**config.mk**
```make
export PLATFORM = sky130hd
export DESIGN_NAME = adc_sample_conditioner_flat
export DESIGN_NICKNAME = d
export VERILOG_FILES = /design/src/rtl/adc_sample_conditioner_if.sv /design/src/rtl/adc_sample_conditioner.sv /design/src/flat_wrapper.sv
export SDC_FILE = /design/constraint.sdc
export NUM_CORES = 1
export LEC_CHECK = 0
export BUFFER_PORTS_ARGS = -buffer_cell sky130_fd_sc_hd__buf_2
export CORE_MARGIN = 1.5
export CORE_UTILIZATION = 25
export DETAILED_ROUTE_END_ITERATION = 6
export PLACE_DENSITY = 0.38
export SYNTH_ARGS = -nofsm -noshare
export SYNTH_HDL_FRONTEND = slang
export SYNTH_SLANG_ARGS = --single-unit
```
**constraint.sdc**
```tcl
create_clock -name clk_high -period 9.3 [get_ports clk_high]
set_input_delay 1.86 -clock clk_high [delete_from_list [all_inputs] [get_ports clk_high]]
set_output_delay 1.86 -clock clk_high [all_outputs]
set_load 0.02 [all_outputs]
```
**src/rtl/adc_sample_conditioner_if.sv**
```systemverilog
// adc_sample_conditioner_if: raw sample stream in, conditioned sample and trigger out.
interface adc_sample_conditioner_if #(parameter int DATA_W = 12);
   logic [DATA_W-1:0] adc_din;
   logic              adc_din_valid;
   logic [DATA_W-1:0] out_data;
   logic              out_valid;
   logic              trig_out;
   modport master (output adc_din, adc_din_valid, input out_data, out_valid, trig_out);
   modport slave  (input adc_din, adc_din_valid, output out_data, out_valid, trig_out);
endinterface

```
**src/rtl/adc_sample_conditioner.sv**
```systemverilog
// adc_sample_conditioner: offset/saturate, boxcar decimate, hysteresis trigger and clip statistics.
module adc_sample_conditioner #(
   parameter int DATA_W       = 12,
   parameter int MAX_DEC_LOG2 = 7
) (
   input  logic                    clk_high,
   input  logic                    rst_n,
   adc_sample_conditioner_if.slave bus,
   input  logic                    cfg_enable,
   input  logic                    cfg_load,
   input  logic signed [DATA_W:0]  cfg_offset,
   input  logic [2:0]              cfg_dec_log2,
   input  logic [DATA_W-1:0]       cfg_trig_level,
   input  logic [7:0]              cfg_trig_hyst,
   input  logic                    ovr_clr,
   output logic                    ovr_flag,
   output logic [15:0]             sat_count
);
   localparam int ACC_W = DATA_W + MAX_DEC_LOG2;
   localparam int CNT_W = MAX_DEC_LOG2;
   typedef enum logic [1:0] {IDLE, WAIT_BELOW, WAIT_ABOVE} state_t;
   state_t state, state_d;
   logic signed [DATA_W:0] off_r;
   logic [2:0]        n_r;
   logic [DATA_W-1:0] lvl_r, c, sat_val, od, lower;
   logic [7:0]        hyst_r;
   logic [DATA_W+1:0] s;
   logic [ACC_W-1:0]  acc, sum;
   logic [CNT_W-1:0]  cnt, last;
   logic neg, over, accept, flush, clip, c_valid, done, ov, trig_d, trig;
   // 14-bit wraparound add is exact: the sum always lies in [-4096, 8190]
   assign s       = {2'b00, bus.adc_din} + {off_r[DATA_W], off_r};
   assign neg     = s[DATA_W+1];
   assign over    = ~neg & s[DATA_W];
   assign sat_val = neg ? '0 : over ? '1 : s[DATA_W-1:0];
   assign accept  = bus.adc_din_valid & cfg_enable & ~cfg_load;
   assign flush   = ~cfg_enable | cfg_load;
   assign clip    = accept & (neg | over);
   assign sum     = acc + ACC_W'(c);
   assign last    = CNT_W'((32'd1 << n_r) - 32'd1);
   assign done    = c_valid & (cnt == last);
   assign lower   = (lvl_r > DATA_W'(hyst_r)) ? lvl_r - DATA_W'(hyst_r) : '0;
   always_ff @(posedge clk_high or negedge rst_n)
      if (!rst_n) begin
         off_r  <= '0;
         n_r    <= '0;
         lvl_r  <= {1'b1, {(DATA_W-1){1'b0}}};
         hyst_r <= 8'd16;
      end else if (cfg_load) begin
         off_r  <= cfg_offset;
         n_r    <= ({1'b0, cfg_dec_log2} > 4'(MAX_DEC_LOG2)) ? 3'(MAX_DEC_LOG2) : cfg_dec_log2;
         lvl_r  <= cfg_trig_level;
         hyst_r <= cfg_trig_hyst;
      end
   // a clip coinciding with ovr_clr restarts the count at one
   always_ff @(posedge clk_high or negedge rst_n)
      if (!rst_n) begin
         ovr_flag  <= 1'b0;
         sat_count <= '0;
      end else if (clip) begin
         ovr_flag  <= 1'b1;
         sat_count <= ovr_clr ? 16'd1 : sat_count + {15'd0, ~&sat_count};
      end else if (ovr_clr) begin
         ovr_flag  <= 1'b0;
         sat_count <= '0;
      end
   always_ff @(posedge clk_high or negedge rst_n)
      if (!rst_n) begin
         c       <= '0;
         c_valid <= 1'b0;
         acc     <= '0;
         cnt     <= '0;
         ov      <= 1'b0;
         od      <= '0;
      end else if (flush) begin
         c_valid <= 1'b0;
         acc     <= '0;
         cnt     <= '0;
         ov      <= 1'b0;
      end else begin
         c_valid <= accept;
         if (accept) c <= sat_val;
         ov <= done;
         if (c_valid) begin
            acc <= done ? '0 : sum;
            cnt <= done ? '0 : cnt + 1'b1;
         end
         if (done) od <= DATA_W'(sum >> n_r);
      end
   always_ff @(posedge clk_high or negedge rst_n)
      if (!rst_n) begin
         state <= IDLE;
         trig  <= 1'b0;
      end else begin
         state <= state_d;
         trig  <= trig_d;
      end
   always_comb begin
      state_d = state;
      trig_d  = 1'b0;
      if (!cfg_enable) state_d = IDLE;
      else if (cfg_load || state == IDLE) state_d = WAIT_BELOW;
      else if (ov && state == WAIT_BELOW && od <= lower) state_d = WAIT_ABOVE;
      else if (ov && state == WAIT_ABOVE && od >= lvl_r) begin
         state_d = WAIT_BELOW;
         trig_d  = 1'b1;
      end
   end
   assign bus.out_data  = od;
   assign bus.out_valid = ov;
   assign bus.trig_out  = trig;
endmodule

```
**src/flat_wrapper.sv**
```systemverilog
// flat-port wrapper written by rule: the top's interface ports become plain ports
module adc_sample_conditioner_flat 
#(
   parameter int DATA_W       = 12,
   parameter int MAX_DEC_LOG2 = 7
)
  (clk_high, rst_n, cfg_enable, cfg_load, cfg_offset, cfg_dec_log2, cfg_trig_level, cfg_trig_hyst, ovr_clr, ovr_flag, sat_count, bus_adc_din, bus_adc_din_valid, bus_out_data, bus_out_valid, bus_trig_out);
  adc_sample_conditioner_if #(.DATA_W(DATA_W)) bus_i ();
  input  logic clk_high;
  input  logic rst_n;
  input  logic cfg_enable;
  input  logic cfg_load;
  input  logic signed [DATA_W:0] cfg_offset;
  input  logic [2:0] cfg_dec_log2;
  input  logic [DATA_W-1:0] cfg_trig_level;
  input  logic [7:0] cfg_trig_hyst;
  input  logic ovr_clr;
  output logic ovr_flag;
  output logic [15:0] sat_count;
  input wire logic [$bits(bus_i.adc_din)-1:0] bus_adc_din;
  input wire logic [$bits(bus_i.adc_din_valid)-1:0] bus_adc_din_valid;
  output wire logic [$bits(bus_i.out_data)-1:0] bus_out_data;
  output wire logic [$bits(bus_i.out_valid)-1:0] bus_out_valid;
  output wire logic [$bits(bus_i.trig_out)-1:0] bus_trig_out;
  assign bus_i.adc_din = bus_adc_din;
  assign bus_i.adc_din_valid = bus_adc_din_valid;
  assign bus_out_data = bus_i.out_data;
  assign bus_out_valid = bus_i.out_valid;
  assign bus_trig_out = bus_i.trig_out;
  adc_sample_conditioner #(.DATA_W(DATA_W), .MAX_DEC_LOG2(MAX_DEC_LOG2)) u_core (.clk_high(clk_high), .rst_n(rst_n), .bus(bus_i), .cfg_enable(cfg_enable), .cfg_load(cfg_load), .cfg_offset(cfg_offset), .cfg_dec_log2(cfg_dec_log2), .cfg_trig_level(cfg_trig_level), .cfg_trig_hyst(cfg_trig_hyst), .ovr_clr(ovr_clr), .ovr_flag(ovr_flag), .sat_count(sat_count));
endmodule
```
==> results of run 1 <==
==> stage by stage <==
stage,hold WS [ns],cells
after floorplan,0.456,834
after global placement,0.484,1275
after detailed placement,0.489,1275
after CTS,0.503,1291
after global routing,0.531,1291
final,0.497,1291
==> state kept, by name, summed over array words and instances (netlist names), 7 cells and up <==
signal               count
u_core.acc              19
u_core.off_r            13
u_core.lvl_r            12
u_core.sat_count        16
u_core.bus.out_data     12
u_core.cnt               7
u_core.hyst_r            8
u_core.c                12
==> worst max-delay path, delay by kind of cell, from the launching register on <==
family | cells | cell delay, ns
AOI/OAI and AO/OA | 4 | 0.70
adders and majority gates | 1 | 0.30
buffers and inverters | 2 | 0.77
DFF | 1 | 0.90
muxes | 1 | 0.31
and+or+nand+nor | 4 | 1.41
==> power by group through the flow <==
stage	registers [µW]	clock network (µW)	logic (µW)
6_report	542	423	441
5_1_grt	549	458	507
4_1_cts	543	443	448
3_5_place_dp	552	0	445
3_3_place_gp	552	0	448
2_1_floorplan	540	0	325
==> cell usage in the layout, fill, tap and decap left out, drive strengths merged, types with 10 or more instances in the layout <==
| cell type | Yosys | routed |
|---|---|---|
| dfrtp | 106 | 106 |
| and3 | 13 | 13 |
| inv | 51 | 55 |
| xor2 | 18 | 18 |
| nor3 | 14 | 14 |
| nor2b | 10 | 10 |
| nand3 | 22 | 22 |
| a21o | 18 | 18 |
| xnor2 | 20 | 20 |
| mux2i | 10 | 10 |
| a211oi | 22 | 22 |
| o21ai | 81 | 81 |
| nand2b | 11 | 11 |
| a22o | 13 | 13 |
| ha | 60 | 60 |
| a21oi | 52 | 52 |
| nand2 | 74 | 74 |
| nor2 | 67 | 67 |
| buf | 10 | 90 |
| nand4 | 12 | 12 |
| mux2 | 18 | 18 |
==> logic make-up after synthesis <==
group	count (synthesis)	synth area share, %
adders and majority gates	63	10.9
AOI/OAI and AO/OA	254	22.4
buffers and inverters	84	4.52
DFF	108	36.5
xor gates and xnor gates	38	4.49
and+or+nand+nor	259	17.0
muxes	28	4.13
==> final timing paths <==
check / cells past startpoint / to / start / slack, ns
max: 12 / u_core.bus.out_data[10]$_DFFE_PN0P_ / u_core.n_r[0]$_DFFE_PN0P_ / 4.83
min: 2 / u_core.hyst_r[4]$_DFFE_PN1P_ / u_core.hyst_r[4]$_DFFE_PN1P_ / 0.50
max reg2reg: 12 / u_core.bus.out_data[10]$_DFFE_PN0P_ / u_core.n_r[0]$_DFFE_PN0P_ / 4.83
min reg2reg: 2 / u_core.hyst_r[4]$_DFFE_PN1P_ / u_core.hyst_r[4]$_DFFE_PN1P_ / 0.50
max in group asynchronous: 2 / u_core.off_r[10]$_DFFE_PN0P_ / rst_n / 6.46
min in group asynchronous: 1 / u_core.cnt[3]$_DFFE_PN0P_ / rst_n / 1.57
==> metal layers <==
metal | vias up | routed length [µm] | part of all wire [%]
li1 | 3161 | - | -
met1 | 2989 | 10500 | 51
met2 | 97 | 9220 | 45
met3 | 12 | 764 | 3.7
met4 | 2 | 181 | 0.87
met5 | - | 7 | 0.034
==> cell type report <==
cell class	count	share of cell area [%]
clock inverter	7	1.05
sequential	108	31.7
tap	384	5.62
inverter	51	2.24
clock buffer	9	2.64
timing repair buffer	90	5.48
multi-input combinational	642	51.3
==> metrics, run 1 <==
final cycle utilization of the critical path=48.1%; number of clock buffers inserted by TritonCTS=9; status=finished clean; mean routed wirelength per cell=16.0 µm; number of violations of the max-capacitance limit=0; DRC violation count after routing=0; number of global-route vias before repair=6268; post-CTS sizing=0; post-CTS repair timing setup buffer count=0; transition time at the pin with the least slew margin=1.05 ns; port bufs=84; cell taking the most area after synthesis=sky130_fd_sc_hd__dfrtp_1; area taken by flip-flops and latches=2710 µm²; starting utilization of the core area=25.6%; proportion of power drawn by the clock network=30.1%; largest cells by area after synthesis=sky130_fd_sc_hd__dfrtp_1 36%, sky130_fd_sc_hd__ha_1 10%, sky130_fd_sc_hd__o21ai_0 5.1%, sky130_fd_sc_hd__nand2_1 3.7%, sky130_fd_sc_hd__a21oi_1 3.5%; WP data arrival=4.78 ns; total core area=28900 µm²; busiest layer in global routing=met2; Max clock buf depth=2; overall via count from detail_route=6261; Reg clk slew, reported paths=0.09 ns; headroom to the max-slew limit=29.9%; area share of the leading cell type in the synthesized netlist=35.8%; # diodes=0; final RePlAce weighted congestion=0.772; CP Data Required Time=9.61 ns; violation count after the first detailed-routing iteration=303; summed negative setup slack over all endpoints=0 ns; crit-path max cell delay=0.90 ns; Die ar.=30700 µm²; net count of the mapped netlist=951; final number of hold-violating endpoints=0; Yosys warning total=0; startpoint type of the worst setup path=register; I/O pin cnt=85; area after detailed placement=8230 µm²; CTS H-Tree Depth=3; Switching Share=35.7%; net total in the final layout=1019; Worst Setup Path Type=register to register; Final Worst Setup Slack=4.83 ns; number of antenna violations at the first check in global routing=1; P_int=904 µW; Leak Pwr=0.00390 µW; number of enable-type register cells in the synthesized netlist=0; final instance area=8540 µm²; maximum fanout encountered on the critical timing path=27; ordered list of cells on the worst path=inv_1, nand2_1, ha_1, nand2b_1, mux2_4, a21oi_1, a311oi_1, or4_1, inv_2, nand2_1, a311oi_1, a221o_1; final global-route overflow total=0; clock latency reported for the late side of the worst-skew pair=0.37 ns; combined area of the multi-input logic cells=4380 µm²; share of post-route cells with drive strength above 1=15.2%; slowest cell on the critical path=sky130_fd_sc_hd__dfrtp_1; post-layout util=29.5%; cell with the most instances after synthesis=sky130_fd_sc_hd__dfrtp_1; top post-synthesis cells by count=106 x sky130_fd_sc_hd__dfrtp_1, 76 x sky130_fd_sc_hd__o21ai_0, 74 x sky130_fd_sc_hd__nand2_1; post-layout total power=1410 µW; number of clock sinks=108; post-detailed-route count of antenna-violating nets=0; Die Width=175 µm; WL final=20.7 mm; Peak VDD IR=0.0000916 V; GRT met3 Usage=2.92%; M1 GR Usage=20.0%; post-route minimum period=4.47 ns; most frequently used flop master after synthesis=sky130_fd_sc_hd__dfrtp_1; DIE HEIGHT=175 µm; final setup skew=0.0148 ns; number of synthesized register bits=108; wire length of the first global-routing pass=34.1 mm; Seq/Total Area, Yosys=36.5%; fill cell count=3094; relative contribution of combinational cells to total power=31.4%; met2 capacity usage during global routing=21.7%; layout-stage area growth over the synthesis result=15.2%; total power density per cell area=165 nW/µm²; CTS Hold Bufs=0; element type at the critical path end=register; Highest Clock Rate=0.224 GHz; Synth async-reset ratio=100%; Row Count=62; count of unique library cells instantiated by Yosys=70; setup-violating endpoint count in the final report=0; Gate Count Post-Synth=834; maximum number of pins on one net before global-route repair=62; Syn Area/Cell=8.90 µm²; worst hold-check path type=register to register; cell area after synthesis=7420 µm²; sw power=503 µW; total half-perimeter wirelength after legalization and detailed placement=15.5 mm; TritonCTS clock tree=yes; overall track demand over capacity in global routing=14.0%; Worst Setup Slack post-DPL=4.50 ns; Root Buffer=sky130_fd_sc_hd__clkbuf_16; unrepaired setup endpoints after global routing=false; Pre-antenna DRT Iters=5; max-slew violation total from the final report=0; via count normalized by instance count=4.85; sequential fraction of design power=38.5%
No activity file was read; power rests on OpenSTA's default activity.
==> run 2: changes to the inputs <==
--- a/config.mk
+++ b/config.mk
@@ -9,7 +9,7 @@
 export CORE_MARGIN = 1.5
 export CORE_UTILIZATION = 25
 export DETAILED_ROUTE_END_ITERATION = 6
-export PLACE_DENSITY = 0.38
+export PLACE_DENSITY = 0.39
 export SYNTH_ARGS = -nofsm -noshare
 export SYNTH_HDL_FRONTEND = slang
 export SYNTH_SLANG_ARGS = --single-unit
==> constraint.sdc (replaced) <==
create_clock -name clk_high -period 3.7 [get_ports clk_high]
set_input_delay 0.74 -clock clk_high [delete_from_list [all_inputs] [get_ports clk_high]]
set_output_delay 0.74 -clock clk_high [all_outputs]
set_load 0.02 [all_outputs]
==> metrics, run 2 (synthesis results as in run 1) <==
headroom to the max-slew limit=45.1% (+15 points); element type at the critical path end=register; WP data arrival=3.67 ns (-1.11 ns); final number of hold-violating endpoints=0 (unchanged); launch point of the worst path=u_core.c[0]$_DFFE_PN0P_; net total in the final layout=1035 (+1.6%); total power density per cell area=404 nW/µm² (+150%); CTS H-Tree Depth=3 (unchanged); max-slew violation total from the final report=0 (unchanged); I/O pin cnt=85 (unchanged); final global-route overflow total=0 (unchanged); # diodes=0 (unchanged); slowest cell on the critical path=sky130_fd_sc_hd__fa_1; setup-violating endpoint count in the final report=0 (unchanged); max FFs per register=19 (unchanged); number of global-route vias before repair=6349 (+1.3%); Reg with most FFs=u_core.acc; mean routed wirelength per cell=15.8 µm (-1.3%); Max clock buf depth=2 (unchanged); post-detailed-route count of antenna-violating nets=0 (unchanged); wire length of the first global-routing pass=34.1 mm (about the same); Die ar.=30700 µm² (unchanged); Worst Setup Path Type=register to register; overall via count from detail_route=6330 (+1.1%); total core area=28900 µm² (unchanged); DRC violation count after routing=0 (unchanged); Worst Setup Slack post-DPL=0.228 ns (-4.28 ns); TritonCTS clock tree=yes; summed negative setup slack over all endpoints=0 ns (unchanged); Reg clk slew, reported paths=0.08 ns (about the same); Leak Pwr=0.00397 µW (+1.9%); port bufs=84 (unchanged); violation count after the first detailed-routing iteration=329 (+8.6%); Die Width=175 µm (unchanged); Reg2Reg Launch Point=u_core.c[0]$_DFFE_PN0P_; cell type group with the largest total delay on the critical path=compound AO/OA/AOI/OAI gates; final setup skew=0.0122 ns (-0.00258 ns); DIE HEIGHT=175 µm (unchanged); Final Worst Setup Slack=0.285 ns (-4.55 ns); maximum fanout encountered on the critical timing path=4 (-85%); total half-perimeter wirelength after legalization and detailed placement=15.7 mm (+1.1%); fill cell count=3138 (+1.4%); WL final=20.7 mm (about the same); overall track demand over capacity in global routing=14.0% (-0.037 points); post-route minimum period=3.42 ns (-1.05 ns); CTS Hold Bufs=0 (unchanged); final RePlAce weighted congestion=0.800 (+3.5%); starting utilization of the core area=25.6% (unchanged); worst hold-check path type=input pin to async pin; ordered list of cells on the worst path=ha_1, fa_1, a211oi_1, o21ai_1, a31oi_1, nor3_1, xor2_1, o22ai_1, a221o_1, o41ai_2; transition time at the pin with the least slew margin=0.823 ns (-0.228 ns); number of clock sinks=108 (unchanged); maximum number of pins on one net before global-route repair=62 (unchanged); final cycle utilization of the critical path=92.3% (+44 points); crit-path max cell delay=0.44 ns (-0.46 ns); Peak VDD IR=0.000201 V (+120%); Pre-antenna DRT Iters=4 (-1); registers with the most flip-flops=u_core.acc (19), u_core.sat_count (16), u_core.off_r (13); Root Buffer=sky130_fd_sc_hd__clkbuf_16; status=finished clean; sum of buffers and inverters on the critical path=0 (-2); Highest Clock Rate=0.293 GHz (+31%); Row Count=62 (unchanged); startpoint type of the worst setup path=register; clock latency reported for the late side of the worst-skew pair=0.37 ns (about the same); share of post-route cells with drive strength above 1=16.9% (+1.7 points); number of antenna violations at the first check in global routing=1 (unchanged); CP Data Required Time=3.96 ns (-5.65 ns); layout-stage area growth over the synthesis result=16.8%; number of clock buffers inserted by TritonCTS=9 (unchanged); commonest cells after routing, fill and taps aside=106 x sky130_fd_sc_hd__dfrtp_1, 83 x sky130_fd_sc_hd__buf_2, 74 x sky130_fd_sc_hd__nand2_1; number of violations of the max-capacitance limit=0 (unchanged); via count normalized by instance count=4.84 (-0.14%); commonest non-fill, non-tap cell in the layout=sky130_fd_sc_hd__dfrtp_1; unrepaired setup endpoints after global routing=false
-- run 2: changes by cell type in the layout (fill, tap and decap cells not counted), sizes merged --
cell	delta
buf	+16
clkinv	+2
bufinv	-1
inv	-1
-- run 2: per-stage QoR --
stage	instance area, µm²	hold WS (ns)	utilization [%]	cells	power [µW]
floorplan	7420	0.444	-	834	2170
global placement	8350	0.496	28.9	1290	2540
detailed placement	8350	0.500	28.9	1290	2530
CTS	8650	0.498	29.9	1306	3560
global route	8660	0.527	29.9	1307	3770
finish	8660	0.476	29.9	1307	3500
-- run 2: where the power goes --
group	internal, µW	switching (µW)	leakage (µW)	total (µW)
Sequential	1270	76.4	0.00138	1350
Clock	475	520	0.000145	995
Combinational	472	686	0.00245	1160
-- run 2: layout make-up --
| class | count | area (µm²) | share of cell area [%] |
|---|---|---|---|
| multi-input cells | 642 | 4390 | 50.7 |
| flip-flops and latches | 108 | 2710 | 31.2 |
| repair buffers | 106 | 601 | 6.93 |
| well taps | 384 | 480 | 5.55 |
| clock buffers | 9 | 225 | 2.60 |
| inverters | 51 | 191 | 2.21 |
| clock inverters | 7 | 67.6 | 0.780 |
-- run 2: worst paths after layout --
path	to	slack, ns	depth (start not counted)
min in group clk_high	u_core.hyst_r[4]$_DFFE_PN1P_	0.51	2
worst max-delay path	u_core.bus.out_data[9]$_DFFE_PN0P_	0.28	10
worst min register to register	u_core.hyst_r[4]$_DFFE_PN1P_	0.51	2
worst min-delay path	u_core.cnt[2]$_DFFE_PN0P_	0.48	1
max in group asynchronous	u_core.hyst_r[4]$_DFFE_PN1P_	2.41	2
worst max register to register	u_core.bus.out_data[9]$_DFFE_PN0P_	0.28	10
-- run 2: layer usage --
layer	wire (µm)	track usage, %	up-vias
met3	590	2.62	18
met4	247	3.35	2
met2	9160	21.5	108
met5	13	0	-
li1	-	-	3189
met1	10700	20.1	3013
-- run 2: worst register-to-register path, delay by kind of cell (launching register included) --
| family | cells | cell delay [ns] |
|---|---|---|
| xor+xnor | 1 | 0.38 |
| flops | 1 | 0.41 |
| fa+ha+maj | 2 | 0.67 |
| compound gates | 6 | 1.68 |
| simple gates | 1 | 0.17 |
-- run 2: what timing repair did --
item                                    CTS  global route
hold endpoints to repair                  0             0
endpoints found under the setup margin    0             2
setup buffers                             0             1
resized for setup                         0             5
